[config.mk]
export PLATFORM = sky130hd
export DESIGN_NAME = uart_tx_serializer
export DESIGN_NICKNAME = d
export VERILOG_FILES = /design/src/rtl/uart_tx_serializer.sv
export SDC_FILE = /design/constraint.sdc
export NUM_CORES = 1
export LEC_CHECK = 0
export ABC_AREA = 0
export BUFFER_PORTS_ARGS = -buffer_cell sky130_fd_sc_hd__buf_2
export CAP_MARGIN = 20
export CORE_MARGIN = 4
export CORE_UTILIZATION = 35
export CTS_CLUSTER_DIAMETER = 200
export DETAILED_ROUTE_END_ITERATION = 16
export SLEW_MARGIN = 20
export SYNTH_ARGS = -nofsm -noshare
export SYNTH_HDL_FRONTEND = slang
export SYNTH_SLANG_ARGS = --single-unit
[constraint.sdc]
create_clock -name clk -period 2.35 [get_ports clk]
set_input_delay 0.235 -clock clk [delete_from_list [all_inputs] [get_ports clk]]
set_output_delay 0.235 -clock clk [all_outputs]
set_load 0.02 [all_outputs]
[src/rtl/uart_tx_serializer.sv]
// uart_tx_serializer: UART transmitter, frames one parallel word per handshake onto a registered serial line.
// Frame: start(0), DATA_W data bits LSB first, optional parity, stop(1), optional 2nd stop.
// Each bit cell lasts max(prescale,1) clk cycles.
// Ports:
//   clk        TX clock (baud x prescale)
//   rst        asynchronous, active-low reset
//   p_data     parallel word, captured on acceptance
//   data_valid request, accepted only while idle
//   par_en     1 = insert parity bit
//   par_typ    0 = even parity, 1 = odd parity
//   prescale   clk cycles per bit, 0 treated as 1
//   stop2      2nd stop bit request (only with UART_TX_TWO_STOP_EN defined)
//   tx_out     serial line, idle high, registered
//   busy       high while a frame is on the line, registered
// Define UART_TX_TWO_STOP_EN to build the stop2 port and the STOP2 state.
module uart_tx_serializer #(
  parameter int DATA_W     = 8,
  parameter int PRESCALE_W = 6
) (
  input  logic                  clk,
  input  logic                  rst,
  input  logic [DATA_W-1:0]     p_data,
  input  logic                  data_valid,
  input  logic                  par_en,
  input  logic                  par_typ,
  input  logic [PRESCALE_W-1:0] prescale,
`ifdef UART_TX_TWO_STOP_EN
  input  logic                  stop2,
`endif
  output logic                  tx_out,
  output logic                  busy
);
  localparam int BW = DATA_W > 1 ? $clog2(DATA_W) : 1;
  typedef enum logic [2:0] {
`ifdef UART_TX_TWO_STOP_EN
    STOP2,
`endif
    IDLE, START, DATA, PARITY, STOP
  } state_t;
  state_t                state_q, state_d;
  logic [PRESCALE_W-1:0] cnt_q, cnt_d, pre_q, pre_d;
  logic [BW-1:0]         bit_q, bit_d;
  logic [DATA_W-1:0]     shift_q, shift_d;
  logic                  par_q, par_d, par_en_q, par_en_d, tx_q, tx_d, busy_q, busy_d;
  logic                  last;
`ifdef UART_TX_TWO_STOP_EN
  logic                  stop2_q, stop2_d;
`endif
  // pre_q already holds max(prescale,1), so the cell ends at pre_q-1
  assign last   = cnt_q == pre_q - 1'b1;
  assign tx_out = tx_q;
  assign busy   = busy_q;
  always_ff @(posedge clk or negedge rst) begin
    if (!rst) begin
      state_q  <= IDLE;
      cnt_q    <= '0;
      pre_q    <= '0;
      bit_q    <= '0;
      shift_q  <= '0;
      par_q    <= 1'b0;
      par_en_q <= 1'b0;
      tx_q     <= 1'b1;
      busy_q   <= 1'b0;
`ifdef UART_TX_TWO_STOP_EN
      stop2_q  <= 1'b0;
`endif
    end else begin
      state_q  <= state_d;
      cnt_q    <= cnt_d;
      pre_q    <= pre_d;
      bit_q    <= bit_d;
      shift_q  <= shift_d;
      par_q    <= par_d;
      par_en_q <= par_en_d;
      tx_q     <= tx_d;
      busy_q   <= busy_d;
`ifdef UART_TX_TWO_STOP_EN
      stop2_q  <= stop2_d;
`endif
    end
  end
  always_comb begin
    state_d  = state_q;
    cnt_d    = (state_q == IDLE || last) ? '0 : cnt_q + 1'b1;
    pre_d    = pre_q;
    bit_d    = bit_q;
    shift_d  = shift_q;
    par_d    = par_q;
    par_en_d = par_en_q;
`ifdef UART_TX_TWO_STOP_EN
    stop2_d  = stop2_q;
`endif
    case (state_q)
      IDLE: if (data_valid) begin
        state_d  = START;
        shift_d  = p_data;
        par_d    = par_typ ? ~^p_data : ^p_data;
        par_en_d = par_en;
        pre_d    = (prescale == '0) ? PRESCALE_W'(1) : prescale;
        bit_d    = '0;
`ifdef UART_TX_TWO_STOP_EN
        stop2_d  = stop2;
`endif
      end
      START:  if (last) state_d = DATA;
      DATA: if (last) begin
        shift_d = shift_q >> 1;
        bit_d   = bit_q + 1'b1;
        if (bit_q == BW'(DATA_W - 1)) state_d = par_en_q ? PARITY : STOP;
      end
      PARITY: if (last) state_d = STOP;
`ifdef UART_TX_TWO_STOP_EN
      STOP:   if (last) state_d = stop2_q ? STOP2 : IDLE;
      STOP2:  if (last) state_d = IDLE;
`else
      STOP:   if (last) state_d = IDLE;
`endif
      default: state_d = IDLE;
    endcase
    // line level is registered from the state being entered, so it lines up with the cell
    tx_d   = state_d == START ? 1'b0 : state_d == DATA ? shift_d[0] : state_d == PARITY ? par_d : 1'b1;
    busy_d = state_d != IDLE;
  end
endmodule

==> flow_summary_export.csv <==
group,metric,value,unit
run_status,outcome,"complete, but fails checks",
run_status,violations,"hold timing",
critical_path,critical_path.max_stage_delay,0.38,ns
critical_path,cp-start-kind,"flop",
layout,fin_util,42.81,%
grt,gr-total-overflow,0,
synth,ys_seq_elements,30,
synth,synth_flop_cell,"dfrtp_1",
timing,fmax,441.3,MHz
critical_path,critPathArrivalTime,2.43,ns
power,vdd_drop_max,0.0002566,V
layout,nets,204,
layout,num_antenna_cells,0,
layout,drive_above_1_share,23.63,%
die,die_w,75.41,µm
routing,drt-initial-drc-count,48,
synth,ys_warn_count,0,
cts,cts_hold_buf,0,
cts,numCtsBuffers,5,
routing,drt_pass1_iterations,4,
synth,synth_edf_count,0,
die,start_util,36.27,%
cts,cts_setup_buffers,0,
synth,syn_area,1590,µm²
timing,relSlewSlack,53.95,%
place,dpl.hpwl,2387,µm
critical_path,timing.rr.start,"pre_q[0]$_DFFE_PN0P_",
grt,grt_max_degree,31,
timing,min_period,2.266,ns
critical_path,ff2ff_path_depth,8,
critical_path,crit_fanout,4,
place,dpl_cell_area,1753,µm²
synth,syn_inst,156,
layout,stdcell_area,1877,µm²
synth,seq_area_frac_synth,47.29,%
critical_path,worstPathBufferInverterCount,1,
routing,vias,1204,
critical_path,worstSetupEndpointType,"flop",
power,total_power,993.8,µW
cts,cts_sinks,30,
timing,hold_slack,-0.01684,ns
routing,vias_per_cell,5.145,
critical_path,slowest_stage,"dfrtp_1",
die,ioPinCount,21,
critical_path,crit_required,2.51,ns
timing,setup_viol,0,
grt,track_usage,13.35,%
cts,root_buffer,"clkbuf_8",
layout,n_fill_cell,440,
critical_path,rr_endpoint,"busy$_DFF_PN0_",
place,io_buffers,20,
power,power.leakage,0.0008748,µW
timing,drv_slew,0,
critical_path,criticalPathCategory,"flop to flop",
routing,wl_per_cell,13.63,µm
hold_path,min_path_type,"primary input to async pin",
cts,htreeDepth,2,
die,core,4384,µm²
cts,max-clock-path-buffers,2,
synth,synth_nets,179,
timing,hold_viol,29,
cts,cts_tree,"yes",
synth,async_reset_ff_share,100.0,%
timing,skew,0.006183,ns
routing,drc,0,
die,std_cell_rows,24,
die,dieHeight,75.41,µm
routing,wl,3189,µm
timing,tightest_slew,0.6848,ns
run,drv_cap,0,
grt,grt_pass1_vias,1291,
place,place.gp.congestion,0.8770,
timing,post-route-period-util,96.42,%
power,powerDensity,529.5,nW/µm²
critical_path,r2r_slack,0.08,ns
critical_path,path_cells,"inv_1 -> ha_2 -> nor2b_1 -> or3_1 -> a31o_4 -> nor3_1 -> o32ai_4 -> or3_1",
critical_path,cpMostUsedCell,"or3_1",
synth,avgSynthCellArea,10.19,µm²
die,die_area,5686,µm²
cts,path_clk_slew,0.06,ns
critical_path,cp_top_family,"simple AND/OR/NAND/NOR gates",
cts,clkLatencyLatePin,0.28,ns
grt,grt_pass1_wl,5699,µm
synth,synthDistinctLibCells,39,
layout,area_delta_synth_final,18.02,%
routing,ant_nets,0,
grt,antenna_found_initial,0,
-- worst max path at each step --
| stage | start | endpoint | slack (ns) | cells past startpoint |
|---|---|---|---|---|
| finish | pre_q[0]$_DFFE_PN0P_ | busy$_DFF_PN0_ | 0.08 | 8 |
| floorplan | pre_q[0]$_DFFE_PN0P_ | tx_out$_DFF_PN1_ | 0.12 | 9 |
| global placement | pre_q[1]$_DFFE_PN0P_ | bit_q[0]$_DFFE_PN0P_ | 0.04 | 9 |
| CTS | pre_q[0]$_DFFE_PN0P_ | tx_out$_DFF_PN1_ | 0.03 | 9 |
| global route | pre_q[0]$_DFFE_PN0P_ | tx_out$_DFF_PN1_ | -0.02 | 8 |
| detailed placement | pre_q[1]$_DFFE_PN0P_ | bit_q[0]$_DFFE_PN0P_ | -0.04 | 9 |
-- flip-flops by register name (all words and copies together) (netlist names) --
| name | flops |
|---|---|
| cnt_q | 6 |
| tx_out | 1 |
| par_q | 1 |
| shift_q | 8 |
| par_en_q | 1 |
| bit_q | 3 |
| busy | 1 |
| state_q | 3 |
| pre_q | 6 |
-- layout by cell type (no fill, tap or decap), drive strengths merged, types with 5 or more instances in the layout --
cell and n:
buf 22, a22o 8, nor2b 5, o21ai 10, a21o 7, clkbuf 7
dfrtp 29, nor2 12, inv 5, nand2 17, nand3 5, xnor2 14
-- cells by family after synthesis --
| kind of cell | count (synthesis) | share of synthesized area (%) |
|---|---|---|
| AO/OA/AOI/OAI | 37 | 17.94 |
| XOR/XNOR | 18 | 9.913 |
| adder cells (fa/ha/maj) | 4 | 3.147 |
| buffers and inverters | 9 | 2.282 |
| flip-flops | 30 | 47.29 |
| multiplexers | 1 | 0.7081 |
| AND/OR/NAND/NOR | 57 | 18.73 |
-- layer usage --
layer | global-route usage (%) | vias up | part of all wire (%) | wire length [µm]
met5 | 0 | - | 0 | 0
met4 | 6.214 | 0 | 2.1 | 68
met3 | 4.090 | 7 | 3.4 | 107
met2 | 21.28 | 18 | 48 | 1536
met1 | 16.53 | 575 | 46 | 1476
li1 | - | 604 | - | -
-- synthesized netlist by cell type, types with 2 or more instances --
library cell  number  area share [%]
dfrtp_1           29              46
nand2_1           17             4.0
xnor2_1           14             7.7
nor2_1            12             2.8
o21ai_0            9             2.8
a22o_1             8             4.4
a21o_1             7             3.3
inv_1              5             1.2
nand3_1            5             1.6
ha_1               4             3.1
nor2b_1            4             1.6
xor2_1             4             2.2
and2_1             3             1.2
nor3_1             3            0.94
a21oi_1            2            0.63
a31oi_1            2            0.79
buf_2              2            0.63
clkbuf_1           2            0.47
o31ai_1            2            0.94
or2b_2             2             1.1
or3_1              2            0.79
-- what timing repair did --
action | CTS | global route
endpoints found under the hold margin | 0 | 0
resized for setup | 1 | 6
setup endpoints to repair | 3 | 12
pin swaps | 0 | 5
-- through the flow --
step           std cells  TNS (ns)  worst slack, ns
6_report             234         0          0.08405
5_1_grt              234  -0.03107         -0.01926
4_1_cts              234         0          0.02917
3_5_place_dp         226  -0.04012         -0.04012
3_3_place_gp         226         0          0.04382
2_1_floorplan        156         0           0.1151
-- worst register-to-register path: stages (launching register included) --
cell	delay, ns
dfrtp_1	0.38
inv_1	0.08
ha_2	0.19
nor2b_1	0.05
or3_1	0.36
a31o_4	0.25
nor3_1	0.36
o32ai_4	0.15
or3_1	0.32
-- final cells by class --
type / count / area [µm²] / area share [%]
sequential: 30 / 752.0 / 40.07
tap: 52 / 65.06 / 3.467
multi-input combinational: 117 / 834.6 / 44.47
clock buffer: 7 / 86.33 / 4.600
clock inverter: 1 / 5.005 / 0.2667
inverter: 5 / 18.77 / 1.000
timing repair buffer: 22 / 115.1 / 6.133
-- power by group --
| part | internal, µW | switching, µW | total (µW) |
|---|---|---|---|
| registers | 517 | 0 | 517 |
| clock network | 236 | 186 | 421 |
| logic | 27.6 | 28.2 | 55.8 |
No activity file was read; power rests on OpenSTA's default activity.
